==> config.mk <==
export PLATFORM = sky130hd
export DESIGN_NAME = alu_cmd_ctrl_flat
export DESIGN_NICKNAME = d
export VERILOG_FILES = /design/src/rtl/alu_cmd_ctrl_if.sv /design/src/rtl/alu_cmd_ctrl.sv /design/src/flat_wrapper.sv
export SDC_FILE = /design/constraint.sdc
export NUM_CORES = 1
export LEC_CHECK = 0
export BUFFER_PORTS_ARGS = -buffer_cell sky130_fd_sc_hd__buf_2
export CAP_MARGIN = 5
export CORE_MARGIN = 2
export CORE_UTILIZATION = 46
export DETAILED_ROUTE_END_ITERATION = 10
export GPL_ROUTABILITY_DRIVEN = 1
export GPL_TIMING_DRIVEN = 0
export MAX_ROUTING_LAYER = met4
export PLACE_DENSITY_LB_ADDON = 0.05
export SLEW_MARGIN = 30
export SYNTH_ARGS = -nofsm -noshare
export SYNTH_HDL_FRONTEND = slang
export SYNTH_SLANG_ARGS = --single-unit
==> constraint.sdc <==
create_clock -name clk -period 2.25 [get_ports clk]
set_input_delay 0.3375 -clock clk [delete_from_list [all_inputs] [get_ports clk]]
set_output_delay 0.3375 -clock clk [all_outputs]
set_load 0.1 [all_outputs]
==> src/rtl/alu_cmd_ctrl_if.sv <==
// Bus bundle between the command parser, the ALU datapath and the UART transmit side.
// The controller takes the slave view; the surrounding environment takes the master view.
interface alu_cmd_ctrl_if;
    logic        cmd_valid;
    logic        cmd_ready;
    logic [3:0]  cmd_dtype;
    logic [4:0]  cmd_op;
    logic [15:0] cmd_src1;
    logic [15:0] cmd_src2;

    logic        alu_start;
    logic [3:0]  alu_dtype;
    logic [4:0]  alu_op;
    logic [15:0] alu_src1;
    logic [15:0] alu_src2;
    logic        alu_done;
    logic [31:0] alu_result;

    logic        rsp_valid;
    logic        rsp_ready;
    logic [31:0] rsp_result;
    logic [1:0]  rsp_err;

    modport slave (
        input  cmd_valid, cmd_dtype, cmd_op, cmd_src1, cmd_src2,
        output cmd_ready,
        output alu_start, alu_dtype, alu_op, alu_src1, alu_src2,
        input  alu_done, alu_result,
        output rsp_valid, rsp_result, rsp_err,
        input  rsp_ready
    );

    modport master (
        output cmd_valid, cmd_dtype, cmd_op, cmd_src1, cmd_src2,
        input  cmd_ready,
        input  alu_start, alu_dtype, alu_op, alu_src1, alu_src2,
        output alu_done, alu_result,
        input  rsp_valid, rsp_result, rsp_err,
        output rsp_ready
    );
endinterface

==> src/rtl/alu_cmd_ctrl.sv <==
// Command sequencer for the UART calculator: buffers parsed commands, screens illegal ones
// and divide-by-zero, issues them one at a time to the ALU and returns one response each.
module alu_cmd_ctrl #(
    parameter int FIFO_DEPTH = 4,
    parameter int TIMEOUT    = 64,
    parameter int DRAIN_CYC  = 8
) (
    input  logic                        clk,
    input  logic                        rst,
    alu_cmd_ctrl_if.slave               bus,
    output logic                        busy,
    output logic [$clog2(FIFO_DEPTH):0] fifo_level
);
    localparam int PTR_W   = $clog2(FIFO_DEPTH);
    localparam int LVL_W   = PTR_W + 1;
    localparam int TMR_MAX = (TIMEOUT > DRAIN_CYC) ? TIMEOUT : DRAIN_CYC;
    localparam int TMR_W   = $clog2(TMR_MAX + 1);

    localparam logic [3:0] DT_UNSIGNED = 4'h1;
    localparam logic [3:0] DT_SIGNED   = 4'h2;
    localparam logic [4:0] OP_ADD      = 5'h01;
    localparam logic [4:0] OP_SUB      = 5'h02;
    localparam logic [4:0] OP_MUL      = 5'h04;
    localparam logic [4:0] OP_DIV      = 5'h08;
    localparam logic [1:0] ERR_OK      = 2'd0;
    localparam logic [1:0] ERR_ILLEGAL = 2'd1;
    localparam logic [1:0] ERR_TIMEOUT = 2'd2;
    localparam logic [1:0] ERR_DIVZERO = 2'd3;

    typedef enum logic [2:0] {
        S_IDLE, S_DECODE, S_ISSUE, S_WAIT, S_RESP, S_DRAIN
    } state_e;

    typedef struct packed {
        logic [3:0]  dtype;
        logic [4:0]  op;
        logic [15:0] src1;
        logic [15:0] src2;
    } cmd_t;

    state_e            state_q, state_d;
    cmd_t              fifo_mem [FIFO_DEPTH];
    logic [PTR_W-1:0]  wr_ptr_q, rd_ptr_q;
    logic [LVL_W-1:0]  level_q, level_d;
    cmd_t              wk_q;
    logic [TMR_W-1:0]  timer_q, timer_d;
    logic [31:0]       rsp_result_q, rsp_result_d;
    logic [1:0]        rsp_err_q, rsp_err_d;

    logic full, empty, push, pop;
    logic legal, div_zero, tmr_expired, drain_done, issuing;

    assign full  = (level_q == LVL_W'(FIFO_DEPTH));
    assign empty = (level_q == '0);
    assign push  = bus.cmd_valid && !full;
    assign pop   = (state_q == S_IDLE) && !empty;

    assign legal = ((wk_q.dtype == DT_UNSIGNED) || (wk_q.dtype == DT_SIGNED)) &&
                   (wk_q.op inside {OP_ADD, OP_SUB, OP_MUL, OP_DIV});
    assign div_zero    = (wk_q.op == OP_DIV) && (wk_q.src2 == '0);
    assign tmr_expired = (timer_q == TMR_W'(TIMEOUT - 1));
    assign drain_done  = (timer_q == TMR_W'(DRAIN_CYC - 1));

    // NOTE: every signal written in always_comb is given a default first so no latch is inferred.
    always_comb begin
        level_d = level_q;
        if (push && !pop) begin
            level_d = level_q + LVL_W'(1);
        end else if (!push && pop) begin
            level_d = level_q - LVL_W'(1);
        end
    end

    // NOTE: sequential state uses non-blocking assignments so every register samples pre-edge values.
    always_ff @(posedge clk) begin
        if (rst) begin
            state_q <= S_IDLE;
        end else begin
            state_q <= state_d;
        end
    end

    always_comb begin
        state_d      = state_q;
        timer_d      = timer_q;
        rsp_result_d = rsp_result_q;
        rsp_err_d    = rsp_err_q;
        case (state_q)
            S_IDLE: begin
                if (!empty) state_d = S_DECODE;
            end
            S_DECODE: begin
                if (!legal) begin
                    state_d      = S_RESP;
                    rsp_err_d    = ERR_ILLEGAL;
                    rsp_result_d = '0;
                end else if (div_zero) begin
                    state_d      = S_RESP;
                    rsp_err_d    = ERR_DIVZERO;
                    rsp_result_d = '0;
                end else begin
                    state_d = S_ISSUE;
                end
            end
            S_ISSUE: begin
                timer_d = '0;
                state_d = S_WAIT;
            end
            S_WAIT: begin
                // A completion in the last allowed cycle still counts as success.
                if (bus.alu_done) begin
                    state_d      = S_RESP;
                    rsp_err_d    = ERR_OK;
                    rsp_result_d = bus.alu_result;
                end else if (tmr_expired) begin
                    state_d      = S_RESP;
                    rsp_err_d    = ERR_TIMEOUT;
                    rsp_result_d = '0;
                end else begin
                    timer_d = timer_q + TMR_W'(1);
                end
            end
            S_RESP: begin
                if (bus.rsp_ready) begin
                    if (rsp_err_q == ERR_TIMEOUT) begin
                        state_d = S_DRAIN;
                        timer_d = '0;
                    end else begin
                        state_d = S_IDLE;
                    end
                end
            end
            S_DRAIN: begin
                if (drain_done) begin
                    state_d = S_IDLE;
                end else begin
                    timer_d = timer_q + TMR_W'(1);
                end
            end
            default: state_d = S_IDLE;
        endcase
    end

    // NOTE: the FIFO storage has no reset; the pointers and level alone decide what is valid.
    always_ff @(posedge clk) begin
        if (push) begin
            fifo_mem[wr_ptr_q] <= '{dtype: bus.cmd_dtype, op: bus.cmd_op,
                                    src1: bus.cmd_src1, src2: bus.cmd_src2};
        end
    end

    always_ff @(posedge clk) begin
        if (rst) begin
            wr_ptr_q     <= '0;
            rd_ptr_q     <= '0;
            level_q      <= '0;
            wk_q         <= '0;
            timer_q      <= '0;
            rsp_result_q <= '0;
            rsp_err_q    <= '0;
        end else begin
            if (push) wr_ptr_q <= wr_ptr_q + PTR_W'(1);
            if (pop) begin
                rd_ptr_q <= rd_ptr_q + PTR_W'(1);
                wk_q     <= fifo_mem[rd_ptr_q];
            end
            level_q      <= level_d;
            timer_q      <= timer_d;
            rsp_result_q <= rsp_result_d;
            rsp_err_q    <= rsp_err_d;
        end
    end

    assign issuing = (state_q == S_ISSUE) || (state_q == S_WAIT);

    always_comb begin
        bus.cmd_ready  = !full;
        bus.alu_start  = (state_q == S_ISSUE);
        bus.alu_dtype  = issuing ? wk_q.dtype : 4'h0;
        bus.alu_op     = issuing ? wk_q.op : 5'h00;
        bus.alu_src1   = wk_q.src1;
        bus.alu_src2   = wk_q.src2;
        bus.rsp_valid  = (state_q == S_RESP);
        bus.rsp_result = rsp_result_q;
        bus.rsp_err    = rsp_err_q;
        busy           = (state_q != S_IDLE);
        fifo_level     = level_q;
    end
endmodule
==> src/flat_wrapper.sv <==
// flat-port wrapper written by rule: the top's interface ports become plain ports
module alu_cmd_ctrl_flat 
#(
    parameter int FIFO_DEPTH = 4,
    parameter int TIMEOUT    = 64,
    parameter int DRAIN_CYC  = 8
)
  (clk, rst, busy, fifo_level, bus_cmd_valid, bus_cmd_dtype, bus_cmd_op, bus_cmd_src1, bus_cmd_src2, bus_cmd_ready, bus_alu_start, bus_alu_dtype, bus_alu_op, bus_alu_src1, bus_alu_src2, bus_alu_done, bus_alu_result, bus_rsp_valid, bus_rsp_result, bus_rsp_err, bus_rsp_ready);
  alu_cmd_ctrl_if bus_i ();
  input  logic clk;
  input  logic rst;
  output logic busy;
  output logic [$clog2(FIFO_DEPTH):0] fifo_level;
  input wire logic [$bits(bus_i.cmd_valid)-1:0] bus_cmd_valid;
  input wire logic [$bits(bus_i.cmd_dtype)-1:0] bus_cmd_dtype;
  input wire logic [$bits(bus_i.cmd_op)-1:0] bus_cmd_op;
  input wire logic [$bits(bus_i.cmd_src1)-1:0] bus_cmd_src1;
  input wire logic [$bits(bus_i.cmd_src2)-1:0] bus_cmd_src2;
  output wire logic [$bits(bus_i.cmd_ready)-1:0] bus_cmd_ready;
  output wire logic [$bits(bus_i.alu_start)-1:0] bus_alu_start;
  output wire logic [$bits(bus_i.alu_dtype)-1:0] bus_alu_dtype;
  output wire logic [$bits(bus_i.alu_op)-1:0] bus_alu_op;
  output wire logic [$bits(bus_i.alu_src1)-1:0] bus_alu_src1;
  output wire logic [$bits(bus_i.alu_src2)-1:0] bus_alu_src2;
  input wire logic [$bits(bus_i.alu_done)-1:0] bus_alu_done;
  input wire logic [$bits(bus_i.alu_result)-1:0] bus_alu_result;
  output wire logic [$bits(bus_i.rsp_valid)-1:0] bus_rsp_valid;
  output wire logic [$bits(bus_i.rsp_result)-1:0] bus_rsp_result;
  output wire logic [$bits(bus_i.rsp_err)-1:0] bus_rsp_err;
  input wire logic [$bits(bus_i.rsp_ready)-1:0] bus_rsp_ready;
  assign bus_i.cmd_valid = bus_cmd_valid;
  assign bus_i.cmd_dtype = bus_cmd_dtype;
  assign bus_i.cmd_op = bus_cmd_op;
  assign bus_i.cmd_src1 = bus_cmd_src1;
  assign bus_i.cmd_src2 = bus_cmd_src2;
  assign bus_cmd_ready = bus_i.cmd_ready;
  assign bus_alu_start = bus_i.alu_start;
  assign bus_alu_dtype = bus_i.alu_dtype;
  assign bus_alu_op = bus_i.alu_op;
  assign bus_alu_src1 = bus_i.alu_src1;
  assign bus_alu_src2 = bus_i.alu_src2;
  assign bus_i.alu_done = bus_alu_done;
  assign bus_i.alu_result = bus_alu_result;
  assign bus_rsp_valid = bus_i.rsp_valid;
  assign bus_rsp_result = bus_i.rsp_result;
  assign bus_rsp_err = bus_i.rsp_err;
  assign bus_i.rsp_ready = bus_rsp_ready;
  alu_cmd_ctrl #(.FIFO_DEPTH(FIFO_DEPTH), .TIMEOUT(TIMEOUT), .DRAIN_CYC(DRAIN_CYC)) u_core (.clk(clk), .rst(rst), .bus(bus_i), .busy(busy), .fifo_level(fifo_level));
endmodule
==> run metrics, run 1 <==
status completed; Placement Setup Slack -0.864 ns; Fin. Hold Viols 0; Synth Flop Type edfxtp_1; I/O Buffers 158; Root Buffer clkbuf_16; diode count 0; peak supply drop 1.15 mV; fmax 454 MHz; Mapped Nets 748; share of cells above drive strength 1 40.9%; initial antenna violation count 0; Reg2Reg Depth 10; Site Rows 53; RSZ-0062 raised after global routing yes; gr usage total 18.7%; pin count of the biggest net entering global routing 42; number of flops mapped to enable cells by yosys 164; fin crit share 97.8%; Worst Max-Slew Pin Slew 0.731 ns; # Max-Cap Violations 0; First-pass DRT Iterations 6; P&R area growth vs syn 23.4%; Yosys warnings 0; area fraction of the dominant cell type after synthesis 49.4%; CP bufs+invs 3; Worst-path clk slew 0.06 ns; final critical-path required period 2.20 ns; dominant cell type by area after synthesis edfxtp_1; most frequent cell after synthesis edfxtp_1; Crit Reg-Reg Endpoint u_core.fifo_level[2]$_SDFFE_PP0P_; clock skew 0.00863 ns; Power Dens Cells 1360 nW/um2; Register Area 6780 um2; worst setup margin 0.0492 ns; vias in the first global route 6071; synth unique cells 56; Slowest-stage cell, CP or3_4; Worst setup SP type flip-flop; via count 6077; Layout Nets 948; CP Capture Type flip-flop; Total Wirelength 21000 um; Setup CP Type reg2reg; Syn Area/Cell 15.0 um2; register area share after synthesis 67.8%; Worst Setup EP u_core.fifo_level[2]$_SDFFE_PP0P_; hold_sp bus_alu_result[11]; maximum clock path buffer count 3; vias per cell 5.24; CP required 2.71 ns; Die ar. 22900 um2; global-route wire length before repair 32000 um; Iter 0 DRT Violations 217; R2R setup slack 0.05 ns; top post-synthesis cells by area edfxtp_1 49%, dfxtp_1 18%, mux4_2 9.3%; grt ovf 0; multi-input logic area 2770 um2; Remaining DRCs 0; Setup violations, final 0; CP Depth 10; P_leak 4.85 nW; drt wl/cell 18.1 um; Synth top cells by count 164 x edfxtp_1, 92 x dfxtp_1, 88 x nand2_1, 53 x a21oi_1, 41 x mux4_2; Max-Slew Margin vs Limit 51.3%; worst r2r src u_core.state_q[2]$_SDFFE_PP0P_; worst min path class in2reg; ANT nets after route 0; synthesized flop and latch total 256; Cells after Synth 663; Setup crit start u_core.state_q[2]$_SDFFE_PP0P_; CTS H-Tree Depth 1; Worst Path Arrival 2.66 ns; Post-DP HPWL 13800 um; cts bufs inserted 28; Die Ht 151 um; Post-Syn Area 9970 um2; fin. max-slew vios 0; Starting Density 47.2%; I/O Pins 160; crit path max fanout 9; TritonCTS clock tree yes; Clock Latency Late Sink 0.53 ns; FFs w/ async S/R, synth 0%; crit-path leading delay family simple AND/OR/NAND/NOR gates; # fillers 1728; CP cell instances buf_6, or3_4, nor2_4, clkinv_4, ha_4, inv_1, fa_2, xor2_1, or3_1, a21oi_2; Final Wtd Congestion 0.831; Power, Total 16.7 mW; core footprint 21200 um2; Crit path largest cell delay 0.38 ns; Die W 151 um; clock sink count 256
area by class of cell:
class / instances / share of cell area, %
plain buffers: 70 / 3.91
clock buffers: 42 / 6.81
clock inverters: 10 / 0.772
inverters: 9 / 0.315
multi-input cells: 327 / 22.5
flip-flops and latches: 256 / 55.0
well taps: 275 / 2.79
repair buffers: 171 / 7.90
worst min path at each step:
| stage | endpoint | slack, ns | cells after the start |
|---|---|---|---|
| 2_1_floorplan | u_core.fifo_mem[0][0]$_DFFE_PP_ | 0.44 | 0 |
| 5_1_grt | u_core.bus.rsp_result[9]$_SDFFE_PP0P_ | 0.005 | 2 |
| 3_3_place_gp | u_core.bus.alu_src1[12]$_SDFFE_PP0P_ | 0.45 | 2 |
| 3_5_place_dp | u_core.bus.alu_src1[12]$_SDFFE_PP0P_ | 0.45 | 2 |
| 6_report | u_core.bus.rsp_result[11]$_SDFFE_PP0P_ | 0.02 | 2 |
| 4_1_cts | u_core.bus.rsp_result[19]$_SDFFE_PP0P_ | 0.0001 | 2 |
what timing repair did:
item | 4_1_cts | 5_1_grt
endpoints found under the hold margin | 14 | 0
setup buffers | 3 | 5
hold buffers | 5 | 0
setup endpoints to repair | 22 | 12
gates resized for setup | 23 | 24
pin swaps | 3 | 5
layout by cell type, fill, tap and decap left out, drive strengths merged, types with 2 or more instances in the layout:
master,count
inv,9
dfxtp,92
mux4,41
a32o,32
nor2b,4
nand3,4
nor3,7
nor4b,3
nand2,88
clkbuf,61
nand3b,3
nor4,5
xnor2,3
xor2,4
o21ai,10
nor2,16
a21oi,53
buf,213
a31oi,3
edfxtp,164
mux2i,3
and3,8
o41ai,2
dlygate4sd3,6
dlygate4sd1,2
or3,4
ha,6
clkinv,8
and2,10
logic make-up after synthesis:
kind of cell / share of synthesized area, %
AND/OR/NAND/NOR: 7.40
AO/OA/AOI/OAI: 8.40
XOR/XNOR: 0.615
buffers and inverters: 5.12
adder cells (fa/ha/maj): 0.953
multiplexers: 9.67
flip-flops: 67.8
layer usage:
layer,share of wire (%),global-route usage [%]
met4,1.7,4.21
met1,43,24.2
met5,0,-
met3,5.5,2.98
met2,50,31.5
through the flow:
step | hold WS (ns) | setup TNS (ns) | utilization [%] | instance area (um2) | instances
3_5_place_dp | 0.451 | -2.01 | 52.6 | 11100 | 1096
4_1_cts | 0.0000976 | -0.0202 | 57.8 | 12200 | 1156
2_1_floorplan | 0.436 | -2.89 | - | 10000 | 663
6_report | 0.0167 | 0 | 58.2 | 12300 | 1160
5_1_grt | 0.00470 | -0.0878 | 58.2 | 12300 | 1160
3_3_place_gp | 0.445 | -1.89 | 52.6 | 11100 | 1096
report_power, final:
group / internal, mW / total (mW) / switching (mW)
sequential: 5.71 / 6.11 / 0.403
combinational: 1.92 / 6.15 / 4.23
clock: 2.69 / 4.46 / 1.77
registers in the layout (all words and copies together) (netlist names):
register / count
u_core.wk_q: 9
u_core.fifo_mem: 164
u_core.bus.rsp_result: 32
u_core.wr_ptr_q: 2
u_core.state_q: 3
u_core.timer_q: 7
u_core.fifo_level: 3
u_core.rd_ptr_q: 2
u_core.bus.rsp_err: 2
u_core.bus.alu_src1: 16
u_core.bus.alu_src2: 16
Power figures use the tool's default switching activity.
==> inputs of run 2 (changes only) <==
- CORE_MARGIN: 2 -> 1
==> run metrics, run 2 (same netlist as run 1, synthesis figures left out) <==
CP cell instances nor4_1, nand4_1, o21bai_2, o2111ai_4, buf_6, a32o_2 (was buf_6, or3_4, nor2_4, clkinv_4, ha_4, inv_1, fa_2, xor2_1, or3_1, a21oi_2); ANT nets after route 0 (unchanged); P_sw 6.30 mW (was 6.40 mW); CTS H-Tree Depth 1 (unchanged); Starting Density 47.2% (unchanged); Switching Share 39.0% (was 38.3%); fin crit share 97.7% (was 97.8%); Remaining DRCs 0 (unchanged); clock skew 0.0104 ns (was 0.00863 ns); Site Rows 53 (unchanged); Setup violations, final 0 (unchanged); Final Wtd Congestion 0.837 (was 0.831); Placement Setup Slack -0.873 ns (was -0.864 ns); worst min path class in2reg (unchanged); via count 6049 (was 6077); final non-filler cell total 1149 (was 1160); First-pass DRT Iterations 4 (was 6); post-placement cell area 11100 um2 (unchanged); Crit path largest cell delay 0.39 ns (was 0.38 ns); peak supply drop 0.856 mV (was 1.15 mV); cts bufs inserted 27 (was 28); Fin. Hold Viols 0 (unchanged); Root Buffer clkbuf_16 (unchanged); share of cells above drive strength 1 39.1% (was 40.9%); placed insts 1096 (unchanged); Total Wirelength 20700 um (was 21000 um); vias in the first global route 6083 (was 6071); fin. max-slew vios 0 (unchanged); max reg flops 164 (unchanged); maximum clock path buffer count 3 (unchanged); global-route wire length before repair 32100 um (was 32000 um); drt wl/cell 18.0 um (was 18.1 um); crit path max fanout 10 (was 9); fmax 455 MHz (was 454 MHz); pin count of the biggest net entering global routing 42 (unchanged); combinational share of power 37.5% (was 36.8%); Power Dens Cells 1340 nW/um2 (was 1360 nW/um2); core footprint 21200 um2 (unchanged); I/O Buffers 158 (unchanged); clock sink count 256 (unchanged); Final Cell Area 12100 um2 (was 12300 um2); vias per cell 5.26 (was 5.24); register share of total power 37.8% (was 36.5%); hold depth 1 (was 2); Max-Slew Margin vs Limit 52.8% (was 51.3%); Setup TNS 0 ns (unchanged); Worst Max-Slew Pin Slew 0.709 ns (was 0.731 ns); Reg2Reg Depth 6 (was 10); CP required 2.65 ns (was 2.71 ns); commonest cells after routing, fill and taps aside 164 x edfxtp_1, 157 x buf_2, 88 x dfxtp_1 (was 164 x edfxtp_1, 158 x buf_2, 88 x dfxtp_1); Pint 9.85 mW (was 10.3 mW); gr usage total 19.3% (was 18.7%); grt ovf 0 (unchanged); commonest non-fill, non-tap cell in the layout edfxtp_1 (unchanged); status completed (unchanged); CP bufs+invs 1 (was 3); Clock Latency Late Sink 0.51 ns (was 0.53 ns); Worst-path clk slew 0.06 ns (about the same); Top reg by flops u_core.fifo_mem (unchanged); CP Depth 6 (was 10); Iter 0 DRT Violations 359 (was 217); final critical-path required period 2.20 ns (about the same); CP Capture Type flip-flop (unchanged); worst setup margin 0.0517 ns (was 0.0492 ns); Slowest-stage cell, CP dfxtp_1 (was or3_4); crit-path leading delay family compound AO/OA/AOI/OAI gates (was simple AND/OR/NAND/NOR gates); Setup CP Type reg2reg (unchanged); Die W 149 um (was 151 um); Die Ht 149 um (was 151 um); # Max-Cap Violations 0 (unchanged); Clock Power Share 24.6% (was 26.7%); Die ar. 22300 um2 (was 22900 um2); Worst Path Arrival 2.60 ns (was 2.66 ns); P&R area growth vs syn 21.0% (was 23.4%); Layout Nets 937 (was 948); Post-DP HPWL 13700 um (was 13800 um); I/O Pins 160 (unchanged); Power, Total 16.2 mW (was 16.7 mW); initial antenna violation count 2 (was 0); Worst setup SP type flip-flop (unchanged); # fillers 1752 (was 1728); TritonCTS clock tree yes (unchanged); P_leak 4.73 nW (was 4.85 nW); hold slack final 0.0331 ns (was 0.0167 ns); Final Util 57.1% (was 58.2%)
[run 2: changes by cell type in the layout (fill, tap and decap cells not counted), sizes merged]
| cell | change |
|---|---|
| buf | -5 |
| clkbuf | -8 |
| clkinv | +6 |
| clkinvlp | -1 |
| diode | +2 |
| dlygate4sd3 | -5 |
[run 2: worst paths after layout]
path,start,endpoint,slack (ns)
setup / recovery,u_core.wk_q[32]$_SDFFE_PP0P_,u_core.bus.rsp_result[5]$_SDFFE_PP0P_,0.05
hold / removal,bus_cmd_src1[1],u_core.fifo_mem[2][17]$_DFFE_PP_,0.03
setup reg to reg,u_core.wk_q[32]$_SDFFE_PP0P_,u_core.bus.rsp_result[5]$_SDFFE_PP0P_,0.05
hold reg to reg,u_core.bus.alu_src1[12]$_SDFFE_PP0P_,u_core.bus.alu_src1[12]$_SDFFE_PP0P_,0.45
[run 2: power by group through the flow]
stage	combinational [mW]	sequential, mW	clock (mW)
final	6.06	6.11	3.98
after CTS	6.15	6.11	4.09
after floorplan	4.63	6.26	0
after global routing	6.48	6.19	4.25
after global placement	5.92	6.16	0
after detailed placement	5.96	6.19	0
[run 2: repair_timing]
item,CTS,global route
endpoints found under the setup margin,13,42
resized for setup,21,17
setup buffers,3,1
pin swaps,3,3
gates cloned,0,0
hold buffers,0,0
[run 2: area by class of cell]
type                            count  area, um2  area share (%)
Sequential cell                   256       6770            56.1
Multi-Input combinational cell    327       2760            22.9
Timing Repair Buffer              162        883            7.32
Clock buffer                       34        702            5.82
Buffer                             69        477            3.95
Tap cell                          275        344            2.85
Clock inverter                     15       88.8           0.736
Inverter                            9       36.3           0.301
Antenna cell                        2       5.00          0.0415
[run 2: per-layer routing]
layer  GRT usage (%)  wire length (um)  part of all wire [%]  up-vias
met5               -                 0                     0        -
met4            4.03               228                   1.1        0
met3            3.94              1270                   6.1       20
met2            32.0             10200                    49      178
met1            24.5              8960                    43     2968
li1                -                 -                     -     2883
[run 2: worst reg2reg max path, stage by stage (launching register included)]
cell       delay, ns
dfxtp_1         0.39
nor4_1          0.35
nand4_1         0.30
o21bai_2        0.34
o2111ai_4       0.24
buf_6           0.21
a32o_2          0.26
